--- config.mk ---
export PLATFORM = sky130hd
export DESIGN_NAME = gshare_branch_predictor
export DESIGN_NICKNAME = d
export VERILOG_FILES = /design/src/rtl/gshare_branch_predictor.sv
export SDC_FILE = /design/constraint.sdc
export NUM_CORES = 1
export LEC_CHECK = 0
export ABC_AREA = 1
export CELL_PAD_IN_SITES_DETAIL_PLACEMENT = 1
export CELL_PAD_IN_SITES_GLOBAL_PLACEMENT = 1
export CORE_UTILIZATION = 41
export CTS_BUF_LIST = sky130_fd_sc_hd__clkbuf_16
export DETAILED_ROUTE_END_ITERATION = 8
export PLACE_DENSITY = 0.85
export SLEW_MARGIN = 10
export SYNTH_ARGS = -nofsm -noshare
export SYNTH_HDL_FRONTEND = slang
export SYNTH_SLANG_ARGS = --single-unit
export TNS_END_PERCENT = 20
--- constraint.sdc ---
create_clock -name clk -period 4.22 [get_ports clk]
set_clock_uncertainty 0.15 [all_clocks]
set_input_delay 0.633 -clock clk [delete_from_list [all_inputs] [get_ports clk]]
set_output_delay 0.633 -clock clk [all_outputs]
set_load 0.02 [all_outputs]
--- src/rtl/gshare_branch_predictor.sv ---
// Global-history branch predictor: PHT indexed by GHR (MODE=0) or GHR^PC (MODE=1, gshare).
// The PHT is filled by a sweep after reset; prediction and update are independent ports.
module gshare_branch_predictor #(
   parameter int GHR_W  = 3,
   parameter int CNT_W  = 2,
   parameter int PC_W   = 8,
   parameter int MODE   = 0,
   parameter int STAT_W = 16
) (
   input  logic              clk,
   input  logic              reset,
   output logic              ready,
   input  logic              pred_req,
   input  logic [PC_W-1:0]   pred_pc,
   output logic              pred_ack,
   output logic              pred_taken,
   output logic [CNT_W-1:0]  pred_cnt,
   output logic [GHR_W-1:0]  pred_index,
   input  logic              upd_en,
   input  logic [GHR_W-1:0]  upd_index,
   input  logic              upd_taken,
   input  logic              upd_pred,
   output logic [GHR_W-1:0]  ghr_out,
   output logic [STAT_W-1:0] total_cnt,
   output logic [STAT_W-1:0] correct_cnt
);

   localparam int               DEPTH    = 2 ** GHR_W;
   localparam logic [CNT_W-1:0] CNT_WNT  = CNT_W'((1 << (CNT_W - 1)) - 1);
   localparam logic [GHR_W-1:0] PTR_LAST = GHR_W'(DEPTH - 1);

   typedef enum logic {
      ST_INIT = 1'b0,
      ST_RUN  = 1'b1
   } state_e;

   function automatic logic [CNT_W-1:0] cnt_step(input logic [CNT_W-1:0] c, input logic taken);
      logic [CNT_W-1:0] r;
      if (taken) begin
         r = (c == {CNT_W{1'b1}}) ? c : c + CNT_W'(1);
      end else begin
         r = (c == {CNT_W{1'b0}}) ? c : c - CNT_W'(1);
      end
      return r;
   endfunction

   function automatic logic [STAT_W-1:0] stat_inc(input logic [STAT_W-1:0] v);
      return (v == {STAT_W{1'b1}}) ? v : v + STAT_W'(1);
   endfunction

   state_e             state_q;
   logic [GHR_W-1:0]   ptr_q;
   logic [CNT_W-1:0]   pht_q [DEPTH];
   logic [GHR_W-1:0]   ghr_q;
   logic [STAT_W-1:0]  total_q;
   logic [STAT_W-1:0]  correct_q;
   logic               ack_q;
   logic               taken_q;
   logic [CNT_W-1:0]   cnt_q;
   logic [GHR_W-1:0]   idx_q;

   logic               run_s;
   logic [GHR_W-1:0]   pred_idx_s;
   logic               wr_en_s;
   logic [GHR_W-1:0]   wr_addr_s;
   logic [CNT_W-1:0]   wr_data_s;
   logic               unused_pc_s;

   assign unused_pc_s = ^pred_pc;
   assign run_s       = (state_q == ST_RUN);

   // Index for the current request, formed from the pre-update history.
   always_comb begin
      pred_idx_s = ghr_q;
      if (MODE != 0) begin
         pred_idx_s = ghr_q ^ pred_pc[GHR_W-1:0];
      end else begin
         pred_idx_s = ghr_q;
      end
   end

   // Single PHT write port: the init sweep owns it until the FSM reaches RUN.
   always_comb begin
      wr_en_s   = 1'b0;
      wr_addr_s = ptr_q;
      wr_data_s = CNT_WNT;
      if (state_q == ST_INIT) begin
         wr_en_s = 1'b1;
      end else if (upd_en) begin
         wr_en_s   = 1'b1;
         wr_addr_s = upd_index;
         wr_data_s = cnt_step(pht_q[upd_index], upd_taken);
      end else begin
         wr_en_s = 1'b0;
      end
   end

   // Pattern history table storage; no reset, the sweep initialises it.
   always_ff @(posedge clk) begin
      if (!reset && wr_en_s) begin
         pht_q[wr_addr_s] <= wr_data_s;
      end
   end

   // Init/run FSM with registered prediction outputs, history and statistics.
   always_ff @(posedge clk) begin
      if (reset) begin
         state_q   <= ST_INIT;
         ptr_q     <= '0;
         ghr_q     <= '0;
         total_q   <= '0;
         correct_q <= '0;
         ack_q     <= 1'b0;
         taken_q   <= 1'b0;
         cnt_q     <= '0;
         idx_q     <= '0;
      end else begin
         case (state_q)
            ST_INIT: begin
               ack_q <= 1'b0;
               ptr_q <= ptr_q + GHR_W'(1);
               if (ptr_q == PTR_LAST) begin
                  state_q <= ST_RUN;
               end
            end
            ST_RUN: begin
               ack_q <= pred_req;
               if (pred_req) begin
                  idx_q   <= pred_idx_s;
                  cnt_q   <= pht_q[pred_idx_s];
                  taken_q <= pht_q[pred_idx_s][CNT_W-1];
               end
               if (upd_en) begin
                  ghr_q   <= GHR_W'({ghr_q, upd_taken});
                  total_q <= stat_inc(total_q);
                  if (upd_pred == upd_taken) begin
                     correct_q <= stat_inc(correct_q);
                  end
               end
            end
            default: begin
               state_q <= ST_INIT;
               ptr_q   <= '0;
               ack_q   <= 1'b0;
            end
         endcase
      end
   end

   assign ready       = run_s;
   assign pred_ack    = ack_q;
   assign pred_taken  = taken_q;
   assign pred_cnt    = cnt_q;
   assign pred_index  = idx_q;
   assign ghr_out     = ghr_q;
   assign total_cnt   = total_q;
   assign correct_cnt = correct_q;

endmodule
==> run metrics <==
status=finished, final reports clean; Max Freq=around 350 MHz; maximum vdd drop=between 0.2 and 0.25 mV; Post-Synthesis Cell Area=approximately 3400 sq um; Final ANT Viol Nets=0; max layer used=met4; WL/cell=15.7 um; Synth top area share=roughly 29%; number of I/O pins=60; Setup crit end kind=flop; CTS tree=yes; mean area per synthesized cell=slightly above 7 sq um; Reg-to-Reg End=total_cnt[8]; Post-Layout Cell Count=about 630; M1 WL=approximately 4200 um; Via density=about 5.3; die area=about 8600 sq um; synth unique cells=34; hold violation total from the final report=0; Syn Nets=~490; pins over their slew limit=0; count leader, synth=nand2_1; Setup CP Type=in2reg; largest area contributor in the netlist=dfxtp_1; Post-CTS Setup Repair Bufs=0; Async SR Flop Fraction=0%; DR vias=around 3300; fin area=about 4200 sq um; met3 wire len=~360 um; clk sinks=between 60 and 70; post-synthesis cell count=approximately 470; Clock transition at path regs=around 0.06 ns; Final Setup Violations=0; Die X=about 93 um; Crit Reg-Reg Startpoint=total_cnt[0]; initial drt markers=100; Critical Path Sink=pht_q[0][1]; first-pass GRT wire length=between 15000 and 20000 um; multi-input combinational cell area=between 1500 and 2000 sq um; row count=32; routability-driven placement congestion ratio=roughly 0.8; dpl cell area=3920 sq um; Cells after DPL=613; share of cells above drive strength 1=roughly 8.7%; internal reg-to-reg setup slack=2.07 ns; number of flops mapped to enable cells by yosys=16; Routed WL=~10000 um; Core Footprint=a little under 8000 sq um; Area Overhead vs Synth=25.5%; nets=approximately 540; Synth Flop Type=dfxtp_1; R2R cell count=8; Commonest cells post-synth=nand2_1 (114), nor2_1 (82), dfxtp_1 (48); CTS Buf Count=9; PD cells=between 300 and 400 nW/um^2; YS warnings=0; MaxCap Viol Count=0; static leakage=around 0.0015 uW; Initial Util=around 43%; die height=between 90 and 100 um; CTS HTree Levels=3; critical path launch point=upd_index[0]; Root Driver=clkbuf_16; DP Wirelength=6990 um; HP Class=reg2reg; CTS Buffer Depth=2; First-pass DRT Iterations=4; sequential cell area=between 1000 and 1500 sq um; DRC=0; Worst Tran Pin Value=between 0.9 and 1 ns; Worst Path Max Fanout=15; Req. time, crit path=a little over 4 ns; setup TNS=0 ns; Seq/Total Area, Yosys=42.9%; crit start category=input pin; Worst slew margin=34.5%; vias in the first global route=~3400; synth top area cells=dfxtp_1 (29%), edfxtp_1 (14%), nand2_1 (13%), nor2_1 (9.2%), nand3_1 (6.0%); Filler cells=slightly below 1000; Resize count post-CTS=0; ANT cells=0; min cycle time layout=2.82 ns; critical path arrival=between 2 and 3 ns; clk_lat worst skew=roughly 0.34 ns; GRT overflow=0; global-route usage over all layers=approximately a quarter; Post-CTS Hold Buffers=0; RSZ-0062 raised after global routing=false; Final Cycle Share=between 60% and 70%; initial antenna violation count=0; port bufs=just over 50; #FFs+latches synth=between 60 and 70; met2 routed WL=5010 um; largest net degree at the start of global routing=26
## area by class of cell
cell class,instances,area share [%]
inverters,47,4.24
multi-input cells,347,39.1
well taps,102,3.02
flip-flops and latches,64,34.2
repair buffers,53,12.5
clock buffers,9,5.34
clock inverters,7,1.72
## cell families after synthesis
group / after synthesis / synth area share [%]
AO/OA/AOI/OAI: 75 / 12.8
flip-flops: 64 / 42.9
buffers and inverters: 61 / 8.08
XOR/XNOR: 5 / 1.30
AND/OR/NAND/NOR: 263 / 33.5
adder cells (fa/ha/maj): 4 / 1.49
## worst min path at each step
stage	from	to	slack, ns	cells past startpoint
final	pred_index[1]	pred_index[1]	0.33	2
after global routing	ptr_q[0]	ptr_q[0]	0.35	1
after CTS	ptr_q[0]	ptr_q[0]	0.33	1
after detailed placement	ptr_q[0]	ptr_q[0]	0.32	1
after global placement	ptr_q[0]	ptr_q[0]	0.31	1
after floorplan	ptr_q[0]	ptr_q[0]	0.29	1
## layer usage
| layer | vias to the layer above | global-route usage [%] |
|---|---|---|
| met3 | 19 | 5.34 |
| met5 | - | 0 |
| met2 | 62 | 44.0 |
| li1 | 1630 | - |
| met1 | 1608 | 27.5 |
| met4 | 0 | 12.8 |
## flip-flops by register name (all words and copies together), names as in the netlist, 3 cells and up, named ones only
signal       count
pht_q           16
total_cnt       16
correct_cnt     16
ghr_out          3
pred_index       3
ptr_q            3
## power breakdown
| group | switching [uW] | total [uW] | internal [uW] |
|---|---|---|---|
| registers | 5.85 | 640 | 634 |
| clock network | 292 | 750 | 458 |
| logic | 48.3 | 74.4 | 26.1 |
## placed cells by master, fill, tap and decap left out, drive strengths merged
| master | synthesis | layout |
|---|---|---|
| nand2 | 122 | 122 |
| nor2 | 86 | 86 |
| clkdlybuf4s50 | 0 | 51 |
| dfxtp | 48 | 48 |
| inv | 46 | 48 |
| nand3 | 40 | 40 |
| a21oi | 37 | 37 |
| o21ai | 33 | 33 |
| edfxtp | 16 | 16 |
| clkbuf | 5 | 9 |
| nand4 | 6 | 6 |
| o211ai | 4 | 4 |
| or2 | 4 | 4 |
| ha | 4 | 4 |
| clkinv | 1 | 4 |
| xnor2 | 3 | 3 |
| nand3b | 2 | 2 |
| xor2 | 2 | 2 |
| buf | 9 | 2 |
| nor3 | 2 | 2 |
| a21boi | 1 | 1 |
| and2 | 1 | 1 |
| clkinvlp | 0 | 1 |
| bufinv | 0 | 1 |
## metrics by stage
step / worst slack [ns] / hold WS (ns) / power, uW / util [%]
3_5_place_dp: 1.17 / 0.324 / 726 / 50.2
4_1_cts: 1.44 / 0.335 / 1480 / 54.0
6_report: 1.40 / 0.333 / 1460 / 54.0
2_1_floorplan: 2.26 / 0.293 / 698 / -
3_3_place_gp: 1.35 / 0.309 / 719 / 50.2
5_1_grt: 1.15 / 0.350 / 1510 / 54.0
## critical path, cell delays in order
cell and delay (ns):
clkdlybuf4s50_1 0.82, inv_1 0.16, nand2_1 0.10, nand3_1 0.07
nand2_1 0.09, nand2_1 0.08, nand3_1 0.14, nand2_1 0.06
a21oi_1 0.56
Power figures use the tool's default switching activity.
